### src/rtl/dmem_arbiter.sv
// dmem_arbiter
//   Shares the single-port 16-bit data memory between the pipeline MEM stage
//   (port 0) and the debug/loader port (port 1). At most one grant per cycle,
//   combinational grant, registered response one cycle after the grant.
//
//   Build option: define DMEM_ARB_RR_EN for round-robin on unlocked contention;
//   otherwise port 0 has fixed priority. Lock / forced release is the same in
//   both builds.
//
//   Parameters: N (memory depth in words), MAX_LOCK (max consecutive locked
//   port-1 grants while port 0 waits, 1..255).
//   Ports:
//     clk, rst                    clock, async active-low reset
//     reqX/weX/addrX/wdataX       request, held stable until granted
//     lock1                       port 1 burst lock request
//     gntX                        combinational grant
//     rvalidX/rdataX/errX         registered response (cycle after grant)
//     stall0                      port 0 requesting but not granted
//     mem_addr/mem_wdata/mem_we   memory drive
//     mem_rdata                   memory asynchronous read data
module dmem_arbiter #(
    parameter int N        = 16,
    parameter int MAX_LOCK = 8
) (
    input  logic        clk,
    input  logic        rst,
    input  logic        req0,
    input  logic        req1,
    input  logic        we0,
    input  logic        we1,
    input  logic [15:0] addr0,
    input  logic [15:0] addr1,
    input  logic [15:0] wdata0,
    input  logic [15:0] wdata1,
    input  logic        lock1,
    output logic        gnt0,
    output logic        gnt1,
    output logic        rvalid0,
    output logic        rvalid1,
    output logic [15:0] rdata0,
    output logic [15:0] rdata1,
    output logic        err0,
    output logic        err1,
    output logic        stall0,
    output logic [15:0] mem_addr,
    output logic [15:0] mem_wdata,
    output logic        mem_we,
    input  logic [15:0] mem_rdata
);

    localparam logic [7:0]  LMAX  = 8'(MAX_LOCK);
    localparam logic [16:0] DEPTH = 17'(N);

    logic       last;       // port granted most recently
    logic       lock_hold;
    logic [7:0] lcnt;
    logic       inr0, inr1;
    logic       w0, w1;

    // 17-bit compare so N = 65536 still works
    assign inr0 = {1'b0, addr0} < DEPTH;
    assign inr1 = {1'b0, addr1} < DEPTH;

`ifndef DMEM_ARB_RR_EN
    // Pointer is maintained in the fixed build too so both builds carry the
    // same state; nothing reads it here.
    logic last_unused;
    assign last_unused = last;
`endif

    always_comb begin
        w0 = 1'b0;
        w1 = 1'b0;
        if (req0 && req1) begin
            if (lock_hold && (lcnt < LMAX)) begin
                w1 = 1'b1;
            end else if (lock_hold) begin
                w0 = 1'b1;  // forced release after MAX_LOCK locked grants
            end else begin
`ifdef DMEM_ARB_RR_EN
                if (last) w0 = 1'b1;
                else      w1 = 1'b1;
`else
                w0 = 1'b1;
`endif
            end
        end else if (req0) begin
            w0 = 1'b1;
        end else if (req1) begin
            // release only yields to a real requester, so a lone port 1 wins
            w1 = 1'b1;
        end
    end

    assign gnt0   = w0;
    assign gnt1   = w1;
    assign stall0 = req0 & ~w0;

    always_comb begin
        mem_addr  = '0;
        mem_wdata = '0;
        mem_we    = 1'b0;
        if (w0) begin
            mem_addr  = addr0;
            mem_wdata = wdata0;
            mem_we    = we0 & inr0;
        end else if (w1) begin
            mem_addr  = addr1;
            mem_wdata = wdata1;
            mem_we    = we1 & inr1;
        end
    end

    always_ff @(posedge clk or negedge rst) begin
        if (!rst) begin
            rvalid0   <= 1'b0;
            rvalid1   <= 1'b0;
            rdata0    <= '0;
            rdata1    <= '0;
            err0      <= 1'b0;
            err1      <= 1'b0;
            last      <= 1'b1;  // port 0 goes first under round-robin
            lock_hold <= 1'b0;
            lcnt      <= '0;
        end else begin
            rvalid0 <= w0;
            rvalid1 <= w1;
            rdata0  <= (w0 && !we0 && inr0) ? mem_rdata : '0;
            rdata1  <= (w1 && !we1 && inr1) ? mem_rdata : '0;
            err0    <= w0 && !inr0;
            err1    <= w1 && !inr1;

            if (w0)      last <= 1'b0;
            else if (w1) last <= 1'b1;

            if (w0 || !lock1 || !req1) begin
                lock_hold <= 1'b0;
                lcnt      <= '0;
            end else if (w1) begin
                lock_hold <= 1'b1;
                if (lcnt < LMAX) lcnt <= lcnt + 8'd1;
            end
        end
    end

endmodule

### config.mk
export PLATFORM = sky130hd
export DESIGN_NAME = dmem_arbiter
export DESIGN_NICKNAME = d
export VERILOG_FILES = /design/src/rtl/dmem_arbiter.sv
export SDC_FILE = /design/constraint.sdc
export NUM_CORES = 1
export LEC_CHECK = 0
export CAP_MARGIN = 20
export CORE_ASPECT_RATIO = 0.6
export CORE_MARGIN = 5
export CORE_UTILIZATION = 37
export CTS_BUF_LIST = sky130_fd_sc_hd__clkbuf_4 sky130_fd_sc_hd__clkbuf_8
export DETAILED_ROUTE_END_ITERATION = 7
export GPL_TIMING_DRIVEN = 0
export PLACE_DENSITY = 0.95
export REMOVE_ABC_BUFFERS = 1
export SLEW_MARGIN = 20
export SYNTH_ARGS = -nofsm -noshare
export SYNTH_HDL_FRONTEND = slang
export SYNTH_SLANG_ARGS = --single-unit
### constraint.sdc
create_clock -name clk -period 3.9 [get_ports clk]
set_input_delay 1.17 -clock clk [delete_from_list [all_inputs] [get_ports clk]]
set_output_delay 1.17 -clock clk [all_outputs]
set_load 0.05 [all_outputs]
==> out/metrics.yaml <==
whs_ps: 571.6
hpwl_um: 5714
grtUsageTotal_pct: 22.06
root_buffer: "clkbuf_8"
wl_met3_um: 819
synth-xor-area-share_pct: 0
io_buffers: 158
cts_tree: "built"
min_period_over_period_pct: 98.72
ys.flop_type: "dfrtp_1"
drv_cap: 0
setup_ws_ps: 49.87
drt_iter0_markers: 113
drcViolationCount: 0
wl_met1_um: 3074
worstPathRequired_ps: 2730
first_pass_iters: 4
cp-start-kind: "input pin"
max-slew-margin-rel_pct: 31.08
grt_max_degree: 29
synth-simple-area-share_pct: 21.95
total_power_mw: 1.216
hold_viol_final: 0
p_leak_nw: 1.754
ys_types: 31
nets: 429
synth_commonest_cells: "dfrtp_1 (45), a22o_1 (32), nor4b_1 (30), nor4_1 (8), buf_2 (7)"
clockBufferDepth: 2
syn_inst: 172
clock_latency_ps: 300
ys_warn_count: 0
critPathKind: "in -> out"
gp_congestion: 0.8347
synthArstFlopShare_pct: 100.0
post-place-ws_ps: -2244
synth.most_common_cell: "dfrtp_1"
vias: 2277
grt_first_pass_wirelength_um: 12170
dieArea_sq_um: 7253
ir_worst_vdd_v: 0.0002357
synth-adder-area-share_pct: 0.6031
grt.overflow.total: 0
p_per_area_nw_per_um2: 304.6
clock_skew_ps: 12.99
die_h_um: 68
drive_gt1_share_pct: 23.10
worstPathMaxFanout: 2
maxSlewViolCount: 0
clock.fmax_ghz: 0.2597
dr_wl_met2_um: 4270
setup_viol: 0
coreArea_sq_um: 5518
postCtsHoldBufs: 0
synth_seq_area_share_pct: 54.28
routed_wl_um: 8343
status: "finished clean"
path_clk_slew_ps: 90
avgSynthCellArea_sq_um: 12.06
fill_cells: 393
grt_pass1_vias: 2415
cts_sinks: 45
worst_pin_slew_ps: 1026
cp-end-kind: "output port"
synth_top_family_by_area: "simple AND/OR/NAND/NOR gates"
final.min_clock_period_ps: 3850
synth_top_area_share_pct: 54.28
synth_top_area_cell: "dfrtp_1"
synth.area.top_cells: "dfrtp_1 (54%), a22o_1 (14%), nor4b_1 (13%)"
pin_count: 159
synth_edf_count: 0
hold_path.class: "reg -> reg"
yosys_register_bits: 45
area_delta_synth_final_pct: 92.46
via_per_inst: 5.540
synth_compound_area_share_pct: 17.67
syn_area_sq_um: 2074
rows: 21
antenna_found_initial: 0
ant_nets: 0
cts_made_buffers: 5
highest_layer: "met4"
diodes: 0
initial_core_util_pct: 37.60
routedWlPerCell_um: 20.30
synth.area.mux_share_pct: 0
worstPathArrival_ps: 2680
die_w_um: 106.7
cts-htree-levels: 2
[metal layers]
layer / GRT usage [%] / up-vias
met3: 8.765 / 19
li1: - / 1022
met5: 0 / -
met1: 23.45 / 1117
met2: 41.30 / 119
met4: 6.539 / 0
[power breakdown]
group | switching, mW | internal (mW)
registers | 0.00200 | 0.470
clock network | 0.157 | 0.199
logic | 0.225 | 0.162
[layout make-up]
cell class              instances  area, sq um  area share, %
repair buffers                173         1627          40.74
repair inverters                4        35.03         0.8775
clock buffers                   6        76.32          1.912
multi-input cells             106        960.9          24.07
flip-flops and latches         45         1126          28.20
well taps                      69        86.33          2.162
clock inverters                 2        38.79         0.9715
inverters                       6        42.54          1.065
[worst max-delay path, stage by stage]
cell	delay, ps
clkdlybuf4s50_1	440
nor4_1	420
nand4_1	250
o32ai_4	210
buf_6	200
[per-stage QoR]
step | util, % | TNS [ps] | instances | cell area [sq um]
after global routing | 72.36 | -15.45 | 411 | 3993
after global placement | 66.17 | -77410 | 383 | 3651
final | 72.36 | 0 | 411 | 3993
after CTS | 70.59 | 0 | 406 | 3895
after detailed placement | 66.58 | -77330 | 384 | 3674
after floorplan | - | -25350 | 156 | 1983
[cells by family (layout without fill, tap and decap cells)]
logic type,count (synthesis),in the layout
simple gates,62,62
flops,45,45
compound gates,42,43
buf+inv,22,191
fa+ha+maj,1,1
[registers in the layout (all words and copies together) (netlist names)]
name	cells
err0	1
err1	1
lcnt	8
lock_hold	1
rdata0	16
rdata1	16
rvalid0	1
rvalid1	1
[final timing paths]
| check | start | end | slack (ps) | cells after the start |
|---|---|---|---|---|
| setup / recovery | addr1[7] | mem_we | 50 | 5 |
| hold / removal | lcnt[4] | lcnt[4] | 570 | 1 |
| setup reg to reg | lcnt[4] | rdata1[1] | 1540 | 5 |
| hold reg to reg | lcnt[4] | lcnt[4] | 570 | 1 |
| max in group asynchronous | rst | rvalid0 | 2490 | 2 |
| min in group asynchronous | rst | rdata0[15] | 890 | 1 |
[placed cells by master (no fill, tap or decap), drive strengths merged, types with 2 or more instances in the layout]
master and count:
clkdlybuf4s50 116, buf 48, dfrtp 45, a22o 32, nor4b 30, clkbuf 8
nor4 8, inv 7, and3 5, dlymetal6s2s 4, clkinv 4, nor3 3
nor2 3, a211oi 3, nand3 3, and2 2, nand4 2, o31ai 2
dlygate4sd2 2, a21oi 2
[timing repair]
action	4_1_cts	5_1_grt
gates cloned	4	1
gates resized for setup	209	14
buffers inserted	10	4
setup endpoints to repair	39	36
pin swaps	3	2
No activity file was read; power rests on OpenSTA's default activity.
==> variant 1 (same settings) <==
Take the reset off `rdata0` and `rdata1` and load them in a clocked block of their own.
--- a/src/rtl/dmem_arbiter.sv
+++ b/src/rtl/dmem_arbiter.sv
@@ -115,8 +115,6 @@
         if (!rst) begin
             rvalid0   <= 1'b0;
             rvalid1   <= 1'b0;
-            rdata0    <= '0;
-            rdata1    <= '0;
             err0      <= 1'b0;
             err1      <= 1'b0;
             last      <= 1'b1;  // port 0 goes first under round-robin
@@ -125,8 +123,6 @@
         end else begin
             rvalid0 <= w0;
             rvalid1 <= w1;
-            rdata0  <= (w0 && !we0 && inr0) ? mem_rdata : '0;
-            rdata1  <= (w1 && !we1 && inr1) ? mem_rdata : '0;
             err0    <= w0 && !inr0;
             err1    <= w1 && !inr1;
 
@@ -143,5 +139,10 @@
         end
     end
 
+    always_ff @(posedge clk) begin
+        rdata0 <= (w0 && !we0 && inr0) ? mem_rdata : '0;
+        rdata1 <= (w1 && !we1 && inr1) ? mem_rdata : '0;
+    end
+
 endmodule
 
Check against the original RTL: not equivalent (a bounded check fails within 4 cycles, from zero or initial values and one cycle with rst low).
==> variant 1 against the original RTL <==
  * Critical path depth unchanged
  * Power decreased by 0.35%
  * Non-clock buffer count decreased by 5
  * Sequential cell count unchanged
  * Critical endpoint unchanged
  * Worst setup slack improved by 0.031 ns
  * Global-route usage decreased by 0.16 points
  * Final area decreased by 3.6%
  * Routed wire length decreased by 1.8%
  * Area after synthesis decreased by 3.3%
==> variant 1: results (changes against the original RTL) <==
| Metric | Value |
|---|---|
| Status | `finished clean (unchanged)` |
| Layout cells sized above 1 | `0.193 (was 0.231)` |
| Final Wtd Congestion | `0.850 (was 0.835)` |
| Vias | `2317 (was 2277)` |
| Clock skew after layout | `0.00997 ns (was 0.0130 ns)` |
| Most common flop cell mapped by yosys | `dfxtp_1 (was dfrtp_1)` |
| Global-route wire length before repair | `12.3 mm (was 12.2 mm)` |
| Hold/Removal Path Class | `reg -> reg (unchanged)` |
| Hold Path End | `lcnt[5]$_DFFE_PN0P_ (was lcnt[4]$_DFFE_PN0P_)` |
| Clk_lat worst skew | `0.29 ns` |
| Largest regs | `rdata0 x16, rdata1 x16, lcnt x8 (unchanged)` |
| R2R cell count | `6 (was 5)` |
| Largest net degree at the start of global routing | `36 (was 29)` |
| Peak supply drop | `0.000156 V (was 0.000236 V)` |
| DR vias/cell | `5.34 (was 5.54)` |
| Synth top cells by count | `nor4_1, a22o_1, dfxtp_1 (was dfrtp_1, a22o_1, nor4b_1)` |
| Slew HR | `0.328 (was 0.311)` |
| Async S/R FF share, synth | `0.289 (was 1.00)` |
| WL final | `8.20 mm (was 8.34 mm)` |
| Hpwl dp | `6.08 mm (was 5.71 mm)` |
| DRT Pass-1 Iters | `5 (was 4)` |
| Seq/Total Area, Yosys | `0.481 (was 0.543)` |
| R2r endpoint | `rdata1[6]$_SDFF_PN0_ (was rdata1[1]$_DFF_PN0_)` |
| Worst Hold Slack | `0.569 ns (was 0.572 ns)` |
| Min-delay src | `lcnt[5]$_DFFE_PN0P_ (was lcnt[4]$_DFFE_PN0P_)` |
| Post-synthesis cell type count | `33 (was 31)` |
| Compound-Gate Fraction of Synth Area | `0.186 (was 0.177)` |
| Pleak | `0.00162 µW (was 0.00175 µW)` |
| Vias in the first global route | `2451 (was 2415)` |
| Layout Nets | `455 (was 429)` |
| 1st-iter DRT viols | `86 (was 113)` |
| CTS Buffer Depth | `2 (unchanged)` |
| DP Cell Count | `412 (was 384)` |
| WP data arrival | `2.65 ns (was 2.68 ns)` |
| Post-Syn Instances | `205 (was 172)` |
| Clk slew on worst S/H paths | `0.07 ns (was 0.09 ns)` |
| Top post-synthesis cells by area | `dfxtp_1, dfrtp_1, a22o_1, nor4_1, nand2b_1 (was dfrtp_1, a22o_1, nor4b_1, nor4_1, buf_2)` |
| Place WS | `-2.17 ns (was -2.24 ns)` |
| Synth Area in Adders | `0.00623 (was 0.00603)` |
==> variant 1: cell count changes in the layout (fill, tap and decap cells not counted), moves of 2 or more <==
cell,before,now
clkdlybuf4s50_1,116,119
inv_1,4,19
clkinv_4,3,1
nand2b_1,0,16
dfrtp_1,45,13
nor4_4,1,3
buf_4,26,32
nor4_1,3,33
nor4_2,4,2
nor4b_1,30,0
dfxtp_1,0,32
buf_2,17,6
==> variant 1: cell type report <==
cell class	count	area (µm²)
fill	360	1310
sequential	45	966
multi-input combinational	123	970
timing repair inverter	3	26.3
clock buffer	7	90.1
tap	66	82.6
clock inverter	1	30.0
timing repair buffer	168	1590
inverter	21	96.3
==> variant 1: worst max path at each step <==
stage / from / endpoint / slack (ns) / cells past startpoint
after floorplan: req1 / mem_addr[0] / -0.78 / 4
final: addr0[11] / mem_we / 0.08 / 5
after global placement: req0 / mem_addr[13] / -2.16 / 6
after detailed placement: req0 / mem_addr[8] / -2.17 / 6
after global routing: addr0[11] / mem_we / 0.03 / 5
after CTS: req1 / mem_addr[8] / -0.14 / 6
==> variant 1: through the flow <==
step / instance area [µm²] / util / power [µW]
2_1_floorplan: 1910 / - / 664
3_3_place_gp: 3570 / 0.693 / 842
3_5_place_dp: 3570 / 0.693 / 846
4_1_cts: 3700 / 0.718 / 1200
5_1_grt: 3850 / 0.746 / 1260
6_report: 3850 / 0.746 / 1210
==> variant 1: report_power, final <==
group	total [µW]	switching [µW]	internal (µW)	leakage, µW
logic	385	223	162	0.00112
registers	467	1.84	465	0.000431
clock network	360	144	216	0.0000619
total	1210	369	843	0.00162
==> variant 1: metal layers <==
| metal | global-route usage | vias up | wire length [µm] |
|---|---|---|---|
| li1 | - | 1104 | - |
| met1 | 0.240 | 1099 | 3260 |
| met2 | 0.418 | 102 | 4120 |
| met3 | 0.0736 | 12 | 700 |
| met4 | 0.0399 | 0 | 112 |
| met5 | 0 | - | 0 |
==> variant 1: cell families after synthesis <==
logic type	after synthesis
flip-flops	45
AND/OR/NAND/NOR	78
buffers and inverters	38
AO/OA/AOI/OAI	43
adder cells (fa/ha/maj)	1
==> variant 1: repair_timing <==
action                     4_1_cts  5_1_grt
setup buffers                    5        5
resized for setup              208       19
gates cloned                     1        3
setup endpoints to repair       37       35
pin swaps                        2        2
==> variant 1: worst max-delay path, cell delays in order <==
cell	delay [ns]
clkdlybuf4s50_1	0.44
nor4_2	0.34
nand3_2	0.18
o32ai_2	0.28
buf_4	0.24
==> variant 2 (same flow settings) <==
Without the edit above. Add a define of `DMEM_ARB_RR_EN`.
--- a/src/rtl/dmem_arbiter.sv
+++ b/src/rtl/dmem_arbiter.sv
@@ -18,6 +18,8 @@
 //     stall0                      port 0 requesting but not granted
 //     mem_addr/mem_wdata/mem_we   memory drive
 //     mem_rdata                   memory asynchronous read data
+`define DMEM_ARB_RR_EN
+
 module dmem_arbiter #(
     parameter int N        = 16,
     parameter int MAX_LOCK = 8
Behaviour: not the same (Yosys sat finds a counterexample within 4 cycles, from zero or initial values and one cycle with rst low).
==> variant 2 against the original RTL <==
  * Die area up 0.22%
  * Routed wire length down 7.0%
  * Fmax up 0.27%
  * Final area down 5.8%
  * Power up 10%
  * Final cell count down 0.24%
  * Critical path depth unchanged
  * Register-to-register slack better by 0.57 ns
  * Global-route usage down 0.95 points
  * Combinational power up 27%
  * Area after synthesis up 0.24%
  * Worst setup slack better by 0.011 ns
  * Sequential cell count up 1
  * Critical path type unchanged
  * Critical endpoint unchanged
  * Largest power group unchanged
  * Highest routed layer unchanged
==> variant 2: results (changes against the original RTL) <==
| Metric | Value |
|---|---|
| Pleak | `0.00173 µW (was 0.00175 µW)` |
| Synth Area in Adders | `0.00602 (was 0.00603)` |
| Global-route wire length before repair | `11.8 mm (was 12.2 mm)` |
| Seq/Total Area, Yosys | `0.554 (was 0.543)` |
| Compound-Gate Fraction of Synth Area | `0.169 (was 0.177)` |
| Vias in the first global route | `2187 (was 2415)` |
| 1st-iter DRT viols | `120 (was 113)` |
| Cell internal pwr | `863 µW (was 832 µW)` |
| Synth top cells by count | `dfrtp_1, a22o_1, nor4_1 (was dfrtp_1, a22o_1, nor4b_1)` |
| CP startpoint | `addr0[7] (was addr1[7])` |
| Fillcell total | `399 (was 393)` |
| Top post-synthesis cells by area | `dfrtp_1, a22o_1, nor4_1, inv_1, and2_1 (was dfrtp_1, a22o_1, nor4b_1, nor4_1, buf_2)` |
| Place WS | `-1.63 ns (was -2.24 ns)` |
| Peak supply drop | `0.000224 V (was 0.000236 V)` |
| Clock skew after layout | `0.00491 ns (was 0.0130 ns)` |
| Logic pwr share | `0.366 (was 0.318)` |
| Final Wtd Congestion | `0.781 (was 0.835)` |
| Fmax | `260 MHz (about the same)` |
| Largest net degree at the start of global routing | `36 (was 29)` |
| DR vias/cell | `5.25 (was 5.54)` |
| Sequential Power Share | `0.367 (was 0.388)` |
| Wire per inst | `18.9 µm (was 20.3 µm)` |
| Crit-path leading delay family | `buffers and inverters (was simple AND/OR/NAND/NOR gates)` |
| Reg2Reg Setup Slack | `2.11 ns (was 1.54 ns)` |
| Status | `finished clean (unchanged)` |
| R2r endpoint | `rdata1[7]$_DFF_PN0_ (was rdata1[1]$_DFF_PN0_)` |
| GRT Overall Usage | `0.211 (was 0.221)` |
| DP Cell Count | `397 (was 384)` |
| Layout cells sized above 1 | `0.185 (was 0.231)` |
| Post-Syn Instances | `183 (was 172)` |
[variant 2: changes by cell type after synthesis, sizes merged, moves of 2 or more]
cell    unedited run  this run
o31ai              2         0
xor2               0         2
a211oi             3         0
nor2               3         6
inv                5        16
nor4b             30         5
nand2              1         4
buf               11         9
and2               2         7
nor4               8        28
[variant 2: logic make-up (layout without fill, tap and decap cells)]
group / after synthesis / after routing
XOR/XNOR: 2 / 2
AO/OA/AOI/OAI: 39 / 39
buffers and inverters: 30 / 188
adder cells (fa/ha/maj): 1 / 1
flip-flops: 46 / 46
AND/OR/NAND/NOR: 65 / 65
[variant 2: timing repair]
| item | in CTS | in global routing |
|---|---|---|
| resized for setup | 184 | 5 |
| gates cloned | 1 | 0 |
| setup buffers | 4 | 0 |
| setup endpoints to repair | 36 | 1 |
| pin swaps | 3 | 0 |
[variant 2: routing by layer]
metal  GRT usage  vias up  share of wire
met4      0.0239        0         0.0046
li1            -     1004              -
met1       0.267     1057           0.41
met2       0.383       86           0.51
met5           0        -              0
met3      0.0528        6          0.067
[variant 2: stage by stage]
step	utilization	instance area, µm²
2_1_floorplan	-	2000
3_3_place_gp	0.664	3670
3_5_place_dp	0.667	3680
4_1_cts	0.677	3740
5_1_grt	0.681	3760
6_report	0.681	3760
[variant 2: area by class of cell]
class | count | area, µm² | share of cell area
Clock buffer | 6 | 76.3 | 0.0203
Clock inverter | 2 | 37.5 | 0.00998
Inverter | 16 | 88.8 | 0.0236
Multi-Input combinational cell | 107 | 845 | 0.225
Sequential cell | 46 | 1150 | 0.306
Tap cell | 69 | 86.3 | 0.0230
Timing Repair Buffer | 163 | 1470 | 0.390
Timing Repair inverter | 1 | 8.76 | 0.00233
